[config.mk]
export PLATFORM = sky130hd
export DESIGN_NAME = button_conditioner
export DESIGN_NICKNAME = d
export VERILOG_FILES = /design/src/rtl/button_conditioner.sv
export SDC_FILE = /design/constraint.sdc
export NUM_CORES = 1
export LEC_CHECK = 0
export CAP_MARGIN = 40
export CORE_MARGIN = 3
export CORE_UTILIZATION = 40
export DETAILED_ROUTE_END_ITERATION = 10
export PLACE_DENSITY = 0.63
export SYNTH_ARGS = -nofsm -noshare
export SYNTH_HDL_FRONTEND = slang
export SYNTH_SLANG_ARGS = --single-unit
[constraint.sdc]
create_clock -name clk -period 5.26 [get_ports clk]
set_clock_uncertainty 0.2 [all_clocks]
set_input_delay 0.789 -clock clk [delete_from_list [all_inputs] [get_ports clk]]
set_output_delay 0.789 -clock clk [all_outputs]
set_load 0.02 [all_outputs]
[src/rtl/button_conditioner.sv]
// Per-channel input conditioner: 2-flop synchronizer, debounce FSM and
// registered level / rising-edge / falling-edge outputs.
module button_conditioner #(
  parameter int unsigned NUM_INPUTS      = 2,
  parameter int unsigned DEBOUNCE_CYCLES = 1000000,
  localparam int unsigned CNT_WIDTH      = $clog2(DEBOUNCE_CYCLES)
) (
  input  logic                  clk,
  input  logic                  reset,
  input  logic [NUM_INPUTS-1:0] raw_in,
  output logic [NUM_INPUTS-1:0] level_out,
  output logic [NUM_INPUTS-1:0] rise_pulse,
  output logic [NUM_INPUTS-1:0] fall_pulse
);

  typedef enum logic [1:0] {
    StStableLow,
    StCheckHigh,
    StStableHigh,
    StCheckLow
  } state_e;

  localparam logic [CNT_WIDTH-1:0] CntMax = CNT_WIDTH'(DEBOUNCE_CYCLES - 1);
  localparam logic [CNT_WIDTH-1:0] CntOne = CNT_WIDTH'(1);

  for (genvar i = 0; i < NUM_INPUTS; i++) begin : g_chan
    logic                 sync1_q, sync2_q;
    state_e               state_q, state_d;
    logic [CNT_WIDTH-1:0] cnt_q, cnt_d;
    logic                 level_q, rise_q, fall_q;
    logic                 level_d, rise_d, fall_d;

    always_ff @(posedge clk) begin
      if (reset) begin
        sync1_q <= 1'b0;
        sync2_q <= 1'b0;
      end else begin
        sync1_q <= raw_in[i];
        sync2_q <= sync1_q;
      end
    end

    always_ff @(posedge clk) begin
      if (reset) begin
        state_q <= StStableLow;
        cnt_q   <= '0;
      end else begin
        state_q <= state_d;
        cnt_q   <= cnt_d;
      end
    end

    // Any sample disagreeing with the candidate level abandons the check.
    always_comb begin
      state_d = state_q;
      cnt_d   = '0;
      unique case (state_q)
        StStableLow: begin
          if (sync2_q) begin
            state_d = StCheckHigh;
            cnt_d   = CntOne;
          end
        end
        StCheckHigh: begin
          if (!sync2_q) begin
            state_d = StStableLow;
          end else if (cnt_q == CntMax) begin
            state_d = StStableHigh;
          end else begin
            cnt_d = cnt_q + CntOne;
          end
        end
        StStableHigh: begin
          if (!sync2_q) begin
            state_d = StCheckLow;
            cnt_d   = CntOne;
          end
        end
        StCheckLow: begin
          if (sync2_q) begin
            state_d = StStableHigh;
          end else if (cnt_q == CntMax) begin
            state_d = StStableLow;
          end else begin
            cnt_d = cnt_q + CntOne;
          end
        end
        default: begin
          state_d = StStableLow;
        end
      endcase
    end

    // Accepted level follows the FSM; pulses mark changes of the registered level.
    always_comb begin
      level_d = (state_q == StStableHigh) || (state_q == StCheckLow);
      rise_d  = level_d & ~level_q;
      fall_d  = ~level_d & level_q;
    end

    always_ff @(posedge clk) begin
      if (reset) begin
        level_q <= 1'b0;
        rise_q  <= 1'b0;
        fall_q  <= 1'b0;
      end else begin
        level_q <= level_d;
        rise_q  <= rise_d;
        fall_q  <= fall_d;
      end
    end

    assign level_out[i]  = level_q;
    assign rise_pulse[i] = rise_q;
    assign fall_pulse[i] = fall_q;
  end

endmodule

# Yosys cells after proc, flatten, opt, wreduce, memory -nomap -nowiden
# Cells that the tools add are included.
word_totals:
  out_inout_bits: 6
  wordCells: 72
  inputBits: 4
  ff_bits: 54
op_classes:
  muxes: 26
  n_reduce_logical: 6
  n_bitwise: 8
  n_addsub: 2
  n_eq_ne: 16
ops:
  columns: ["operator", "count"]
  rows:
  - ["$pmux 20 s4", 2]
  - ["$mux 20", 6]
  - ["$add 20x1->20 const B", 2]
  - ["$eq 20x20->1 const B", 2]
  - ["$mux 2", 12]
  - ["$pmux 2 s4", 2]
  - ["$ne 3x3->1 const B", 4]
  - ["$eq 2x2->1 const B", 4]
  - ["$ne 2x2->1 const B", 4]
  - ["$reduce_and 4->1", 2]
  - ["$and 1x1->1", 4]
  - ["$eq 2x1->1 const B", 2]
  - ["$logic_not 2->1", 2]
  - ["$mux 1", 4]
  - ["$not 1->1", 4]
  - ["$logic_or 1x1->1", 2]

# Depth between registers and ports, before layout
# Gate-level depths: netlist of the first run.
depth:
  depth_word: 4
  ltp_mapped: 7
  ltp_nobuf: 5

# Worst setup path before layout of the first run
# OpenSTA, ideal clock, no wires.
synth_path:
  path_kind: "flip-flop to flip-flop"
  from: "reg g_chan[0].cnt_q[0]"
  to: "reg g_chan[0].cnt_q[18]"
  arrival_ns: 1.859
  setup_slack_ns: 3.131
  n_path_buf: 0
  period_less_slack_ns: 2.129
  setup_ns: 0.069
  t_required_ns: 4.991
  path_stages_with_launch: 6
  cell_sequence: "dfxtp_1 -> ha_1 -> nand3_2 -> or4_4 -> or4_4 -> a21oi_2"
synth_via:
  elab_chain_cells: 4
  elab_cells_between_ends: 6
  cone_classes: "1 x add/sub; 1 x eq/ne; 4 x mux"
synth_lines:
  columns: ["element", "line_no", "source"]
  rows:
  - ["start: declaration", "29", "logic [CNT_WIDTH-1:0] cnt_q, cnt_d;"]
  - ["start signal: assignment", "49", "cnt_q <= cnt_d;"]
  - ["$add 20x1->20 or $eq 20x20->1 (tied branches)", null, null]
  - ["$mux 20 *", "67, 82", null]
  - ["$mux 20, on equally long branches", "80, 65", null]
  - ["$pmux 20 s4 *", "57", "unique case (state_q)"]
# Every way passes the cells marked *; elsewhere a longest branch is shown, timed or not.
# A chain may end at the register's enable or synchronous reset.

# Final worst setup path of the first run
layout_path:
  from: "reg g_chan[1].cnt_q[0]"
  to: "reg g_chan[1].cnt_q[16]"
layout_via:
  elab_chain_cells: 4
  elab_cells_between_ends: 6
  cone_classes: "1 x add/sub; 1 x eq/ne; 4 x mux"
layout_lines:
  columns: ["element", "line_no"]
  rows:
  - ["start: declaration", "29"]
  - ["start signal: assignment", "49"]
  - ["$add 20x1->20 or $eq 20x20->1 (tied branches)", null]
  - ["$mux 20 *", "67, 82"]
  - ["$mux 20, on equally long branches", "80, 65"]
  - ["$pmux 20 s4 *", "57"]
# Marked as above.

==> flow_summary.ini, run 1 <==
[clock_network]
cts-hold-fix-buffers = 0
cts_setup_buffers = 0
cts_tree = yes
cts_buffer_depth = 2
cts_resized = 0
ctsRootBufferMaster = clkbuf_8
clkTransAtPathRegs_ns = 0.10
htree_levels = 2
clk_latency_ns = 0.31
clock_sinks = 54
cts_buffers = 5

[synthesis]
synth_top_area_share = 0.465
synth-seq-cells = 54
syn_area_mm2 = 0.00233
avgSynthCellArea_um2 = 9.05
yosys_warnings = 0
synth_nets = 263
ys_seq_area_frac = 0.465
synth_cell_type_count = 41
synth_area_leaders = dfxtp_1 46%, xnor2_1 5.6%, nor2_1 4.7%
synth_edf_count = 0
synthFlopType = dfxtp_1
yosys.area.top_type = dfxtp_1
syn-instance-count = 257
async_flop_share = 0

[power_and_ir_drop]
finalPower_mw = 0.711
irDropWorstVdd_mv = 0.100
power_density_mw_per_mm2 = 278
p_leak_nw = 0.736

[place]
dp_hpwl_mm = 2.61
io_buffer_count = 9
gp_congestion = 0.724

[die]
die_w_um = 82.3
start_util = 0.417
die_h_um = 82.3
core_area_mm2 = 0.00557
dieArea_mm2 = 0.00677
num_io_pins = 10
placementRows = 27

[global_routing]
grt_pass1_wl_mm = 6.84
antenna_found_initial = 0
grt_max_degree = 20
grt_pass1_vias = 1565
grt_overflow = 0
track_usage = 0.130

[layout]
antenna_cells = 0
drive_gt1_frac = 0.0687
final_common_cell = dfxtp_1
area.growth.synth_to_final_pct = 9.79
final_util = 0.458
mostFrequentLayoutCells = 54 x dfxtp_1, 29 x nor2_1, 15 x inv_1, 15 x xnor2_1
nets = 267

[detailed_routing]
drtIter0Drc = 46
avgViaCountPerCell = 5.11
route.detailed.drc = 0
post_drt_wl_per_cell_um = 11.5
vias = 1707
detail_route.wirelength_mm = 3.84
ant_nets = 0
firstDrtPassIters = 4

[setup_path]
critPathArrivalTime_ns = 2.49
endpoint_kind = register
crit_path_start_kind = register
path_class = reg -> reg
regToRegSetupSlack_ns = 2.79
worstPathRequired_ns = 5.28
path_max_fanout = 19

[timing]
timing.setup.tns_ns = 0
min_period_ns = 2.47
slew_viol_final = 0
max_freq_mhz = 404
rsz0062_at_grt = false
hold_viol_final = 0
maxSlewHeadroom = 0.514
tightest_slew_ns = 0.729
period_share = 0.470
fin_hold_ws_ns = 0.236
setup_viol = 0

[outcome]
status = complete, no violations

[min_path]
hold_path.class = reg -> reg

[run]
drv_cap = 0
[stage by stage]
step,std cells,worst slack [ns],instance area [µm²]
after detailed placement,326,2.70,2430
after global routing,334,2.61,2550
final,334,2.79,2550
after CTS,334,2.75,2550
after global placement,326,2.72,2430
after floorplan,257,3.13,2330
[registers in the layout, indices dropped and copies added, names as in the netlist, named ones only]
signal,count
g_chan.level_q,2
g_chan.sync1_q,2
g_chan.sync2_q,2
g_chan.rise_q,2
g_chan.cnt_q,40
g_chan.fall_q,2
g_chan.state_q,2
[cells in the mapped netlist, types with 2 or more instances]
cell type,number
a21oi_1,14
and3_1,2
and4_1,2
buf_2,2
buf_4,7
clkbuf_1,3
dfxtp_1,54
ha_1,2
inv_1,15
nand2_1,14
nand3_1,10
nand3b_1,2
nand4_1,7
nor2_1,29
nor2b_1,7
nor3_1,9
nor3b_1,2
nor4_1,4
nor4b_1,2
o21ai_0,9
o31ai_1,5
or3_1,8
or4_1,7
or4_4,2
xnor2_1,15
xor2_1,9
[worst max-delay path, stage by stage, from the launching register on]
cell     delay [ns]
dfxtp_1        0.36
ha_1           0.29
inv_1          0.08
or4_1          0.58
o21ai_2        0.62
o21ba_2        0.25
[final timing paths]
| path | from | end | cells after the start |
|---|---|---|---|
| worst max-delay path | g_chan[1].cnt_q[0] | g_chan[1].cnt_q[16] | 5 |
| worst min-delay path | g_chan[0].level_q | g_chan[0].rise_q | 1 |
| worst max register to register | g_chan[1].cnt_q[0] | g_chan[1].cnt_q[16] | 5 |
| worst min register to register | g_chan[0].level_q | g_chan[0].rise_q | 1 |
[layer usage]
metal	wire, µm	share of wire	up-vias	track usage
li1	-	-	895	-
met1	1940	0.51	791	0.167
met2	1700	0.44	14	0.200
met3	106	0.028	7	0.0325
met4	87	0.023	0	0.0698
met5	0	0	-	0
[cell families after synthesis]
family / count (synthesis) / synth area share
flip-flops: 54 / 0.465
buffers and inverters: 27 / 0.0559
AND/OR/NAND/NOR: 114 / 0.275
adder cells (fa/ha/maj): 2 / 0.0108
multiplexers: 1 / 0.00430
AO/OA/AOI/OAI: 35 / 0.0990
XOR/XNOR: 24 / 0.0904
[area by class of cell]
class / count / area (µm²)
clock buffers: 6 / 82.6
clock inverters: 2 / 38.8
fillers: 555 / 3020
inverters: 15 / 56.3
multi-input cells: 176 / 1110
flip-flops and latches: 54 / 1080
well taps: 72 / 90.1
repair buffers: 9 / 90.1
[power by group]
part           internal (mW)  total [mW]  switching (mW)  leakage [nW]
sequential             0.411       0.412         0.00128         0.436
clock                  0.157       0.291           0.135        0.0618
combinational        0.00376     0.00762         0.00385         0.239
total                  0.571       0.711           0.140         0.736
(Power assumes the default switching activity.)
==> inputs of run 2 (changes only) <==
==> constraint.sdc (replaced) <==
create_clock -name clk -period 2.5 [get_ports clk]
set_clock_uncertainty 0.2 [all_clocks]
set_input_delay 0.375 -clock clk [delete_from_list [all_inputs] [get_ports clk]]
set_output_delay 0.375 -clock clk [all_outputs]
set_load 0.02 [all_outputs]
==> run 2 against run 1 <==
  * Sequential share of layout area is 0.19 points lower
  * Core utilization is 0.20 points higher
  * Flip-flop and latch count unchanged
  * Final cell count up 1.5%
  * Setup slack worse by 2.5 ns
==> flow_summary.ini, run 2 (synthesized netlist as in run 1, its figures left out) <==
[outcome]
status = complete, no violations

[layout]
nets = 272
antenna_cells = 0
fin_cells = 339
final_common_cell = dfxtp_1
final_util = 0.460
drive_gt1_frac = 0.0861
final_area_mm2 = 0.00256
top_register = g_chan.cnt_q
area.growth.synth_to_final_pct = 10.3
mostFrequentLayoutCells = 54 x dfxtp_1, 29 x nor2_1, 15 x inv_1, 15 x xnor2_1
largest_register_ffs = 40

[clock_network]
clk_latency_ns = 0.31
cts-hold-fix-buffers = 0
htree_levels = 2
cts_setup_buffers = 0
clkTransAtPathRegs_ns = 0.10
ctsRootBufferMaster = clkbuf_8
clock_sinks = 54
cts_buffer_depth = 2
cts_buffers = 5
cts_tree = yes
cts_resized = 0

[detailed_routing]
route.detailed.drc = 0
firstDrtPassIters = 4
post_drt_wl_per_cell_um = 11.6
avgViaCountPerCell = 5.10
ant_nets = 0
drtIter0Drc = 62
detail_route.wirelength_mm = 3.92
vias = 1728

[global_routing]
top_usage_layer = met2
grt_pass1_vias = 1534
gr-usage-met1 = 0.157
grt_max_degree = 20
antenna_found_initial = 0
grt_pass1_wl_mm = 6.57
grt_overflow = 0
grtUsageMet3 = 0.0423
track_usage = 0.126
grtUsageMet2 = 0.198

[die]
placementRows = 27
num_io_pins = 10
dieArea_mm2 = 0.00677
die_h_um = 82.3
core_area_mm2 = 0.00557
start_util = 0.417
die_w_um = 82.3

[timing]
hold_viol_final = 0
maxSlewHeadroom = 0.622
rsz0062_at_grt = false
setup_viol = 0
tightest_slew_ns = 0.561
fin_hold_ws_ns = 0.242
max_freq_mhz = 442
min_period_ns = 2.26
timing.setup.tns_ns = 0
setup_slack_ns = 0.237
slew_viol_final = 0
period_share = 0.905

[place]
dp_slack_ns = 0.259
place_area_mm2 = 0.00247
gp_congestion = 0.715
dp_hpwl_mm = 2.76
io_buffer_count = 9
place_inst = 331

[setup_path]
timing.rr.start = g_chan[0].cnt_q[0]
r2r-end = g_chan[0].cnt_q[18]
crit_path_start_kind = register
worstPathRequired_ns = 2.55
regToRegSetupSlack_ns = 0.24
r2r_cells = 5
endpoint_kind = register
critPathArrivalTime_ns = 2.31
path_max_fanout = 7
path_class = reg -> reg

[power_and_ir_drop]
p_leak_nw = 0.746
finalPower_mw = 1.39
irDropWorstVdd_mv = 0.287
power_density_mw_per_mm2 = 541

[min_path]
whs_path_depth = 1
hp-start = g_chan[0].level_q
hold_path.class = reg -> reg
hold_end = g_chan[0].rise_q

[run]
drv_cap = 0
run 2: cell type report:
class | instances | area, µm²
tap | 72 | 90.1
timing repair buffer | 14 | 128
clock buffer | 5 | 68.8
sequential | 54 | 1080
multi-input combinational | 176 | 1110
fill | 545 | 3010
clock inverter | 3 | 26.3
inverter | 15 | 56.3
run 2: how the worst max path moves through the flow:
stage / startpoint / endpoint / cells past startpoint
6_report: g_chan[0].cnt_q[0] / g_chan[0].cnt_q[18] / 5
5_1_grt: g_chan[0].cnt_q[0] / g_chan[0].cnt_q[18] / 5
4_1_cts: g_chan[0].cnt_q[0] / g_chan[0].cnt_q[18] / 5
3_5_place_dp: g_chan[0].cnt_q[0] / g_chan[0].cnt_q[18] / 5
3_3_place_gp: g_chan[0].cnt_q[0] / g_chan[0].cnt_q[18] / 5
2_1_floorplan: g_chan[0].cnt_q[0] / g_chan[0].cnt_q[18] / 5
run 2: where the power goes:
group | internal (mW) | leakage (nW) | switching [mW]
logic | 0.00907 | 0.261 | 0.00868
registers | 0.864 | 0.436 | 0.00275
clock network | 0.206 | 0.0491 | 0.296
total | 1.08 | 0.746 | 0.307
run 2: per-layer routing:
metal	routed length [µm]	part of all wire	vias up
met5	0	0	-
met1	2040	0.52	803
met2	1700	0.43	13
met4	55	0.014	0
li1	-	-	906
met3	131	0.033	6
run 2: critical path: stages, from the launching register on:
cell and delay, ns:
dfxtp_1 0.38, ha_1 0.22, nand3_2 0.16, or4_4 0.60
or4_4 0.49, a21oi_2 0.14
==> inputs of run 3 (changes only) <==
==> constraint.sdc (replaced) <==
create_clock -name clk -period 2.25 [get_ports clk]
set_clock_uncertainty 0.2 [all_clocks]
set_input_delay 0.3375 -clock clk [delete_from_list [all_inputs] [get_ports clk]]
set_output_delay 0.3375 -clock clk [all_outputs]
set_load 0.02 [all_outputs]
==> run 3 against run 2 <==
  * Die area unchanged
  * Critical endpoint unchanged
  * Sequential share of layout area decreased by 1.0 points
  * Setup slack got worse by 0.14 ns
  * Clock power increased by 32%
  * Worst hold slack got worse by 0.0049 ns
  * Largest power group unchanged
==> flow_summary.ini, run 3 (synthesized netlist as in run 1, its figures left out) <==
[setup_path]
endpoint_kind = register
crit_path_start_kind = register
path_class = reg -> reg
timing.rr.start = g_chan[0].cnt_q[1]
path_max_fanout = 6
critPathLaunch = g_chan[0].cnt_q[1]
critPathArrivalTime_ns = 2.20
worstPathRequired_ns = 2.30

[layout]
mostFrequentLayoutCells = 53 x dfxtp_1, 29 x nor2_1, 15 x inv_1, 15 x xnor2_1
fillCellCount = 517
top_register = g_chan.cnt_q
final_util = 0.472
drive_gt1_frac = 0.103
largest_register_ffs = 40
final_area_mm2 = 0.00263
nets = 276
antenna_cells = 0
area.growth.synth_to_final_pct = 13.1
final_common_cell = dfxtp_1

[detailed_routing]
avgViaCountPerCell = 5.02
vias = 1722
route.detailed.drc = 0
ant_nets = 0
detail_route.wirelength_mm = 3.99
drtIter0Drc = 49
firstDrtPassIters = 4
post_drt_wl_per_cell_um = 11.6

[clock_network]
clock_sinks = 54
cts_buffers = 5
clk_latency_ns = 0.31
cts-hold-fix-buffers = 0
ctsRootBufferMaster = clkbuf_8
clkTransAtPathRegs_ns = 0.10
cts_buffer_depth = 2
htree_levels = 2
cts_tree = yes

[place]
gp_congestion = 0.727
io_buffer_count = 9
place_area_mm2 = 0.00251
dp_slack_ns = 0.105
dp_hpwl_mm = 2.84

[outcome]
status = complete, no violations

[die]
dieArea_mm2 = 0.00677
num_io_pins = 10
start_util = 0.417
die_h_um = 82.3
placementRows = 27
core_area_mm2 = 0.00557
die_w_um = 82.3

[timing]
maxSlewHeadroom = 0.661
rsz0062_at_grt = false
setup_viol = 0
max_freq_mhz = 465
slew_viol_final = 0
timing.setup.tns_ns = 0
period_share = 0.955
min_period_ns = 2.15
hold_viol_final = 0
tightest_slew_ns = 0.504
setup_slack_ns = 0.101

[min_path]
hold_path.class = reg -> reg
hp-start = g_chan[1].level_q

[run]
drv_cap = 0

[global_routing]
grt_pass1_vias = 1569
grt_pass1_wl_mm = 6.80
track_usage = 0.128
antenna_found_initial = 0
grt_overflow = 0
grt_max_degree = 20

[power_and_ir_drop]
finalPower_mw = 1.65
p_leak_nw = 0.780
power_density_mw_per_mm2 = 626
irDropWorstVdd_mv = 0.331
[run 3: cell types whose count changed in the layout (fill, tap and decap cells not counted)]
cell and delta:
buf_4 +3, buf_12 +1, bufinv_16 +1, clkinv_4 -1
dfxtp_1 -1, dfxtp_2 +1
[run 3: report_power, final]
part,switching [mW],internal [mW]
sequential,0.00302,0.960
clock,0.323,0.340
combinational,0.00951,0.0104
[run 3: path summary, 6_finish.rpt]
check,end,slack [ns],depth (start not counted)
worst max-delay path,g_chan[0].cnt_q[18],0.10,5
worst min-delay path,g_chan[1].rise_q,0.24,1
worst max register to register,g_chan[0].cnt_q[18],0.10,5
worst min register to register,g_chan[1].rise_q,0.24,1
[run 3: per-stage QoR]
stage,instances,hold WS (ns)
global placement,335,0.220
CTS,343,0.243
detailed placement,335,0.230
finish,343,0.237
global route,343,0.252
floorplan,257,0.207
[run 3: layout make-up]
type	instances	area (µm²)	area share
Timing Repair Buffer	18	170	0.0647
Tap cell	72	90.1	0.0343
Clock inverter	3	47.5	0.0181
Inverter	15	56.3	0.0214
Multi-Input combinational cell	176	1110	0.424
Clock buffer	5	68.8	0.0262
Sequential cell	54	1080	0.412
[run 3: timing repair]
action | in CTS | in global routing
endpoints found under the setup margin | 0 | 1
setup buffers | 0 | 0
resized for setup | 0 | 1
[run 3: worst max-delay path, cell delays in order (launching register included)]
cell and delay [ns]:
dfxtp_1 0.36, ha_1 0.20, nand3_2 0.11, or4_4 0.57, or4_4 0.49, a21oi_2 0.15
[run 3: layer usage]
layer	share of wire	routed length [µm]	GRT usage	vias up
li1	-	-	-	913
met1	0.52	2070	0.159	787
met2	0.44	1760	0.211	20
met3	0.031	123	0.0369	2
met4	0.0073	29	0.0432	0
met5	0	0	0	-
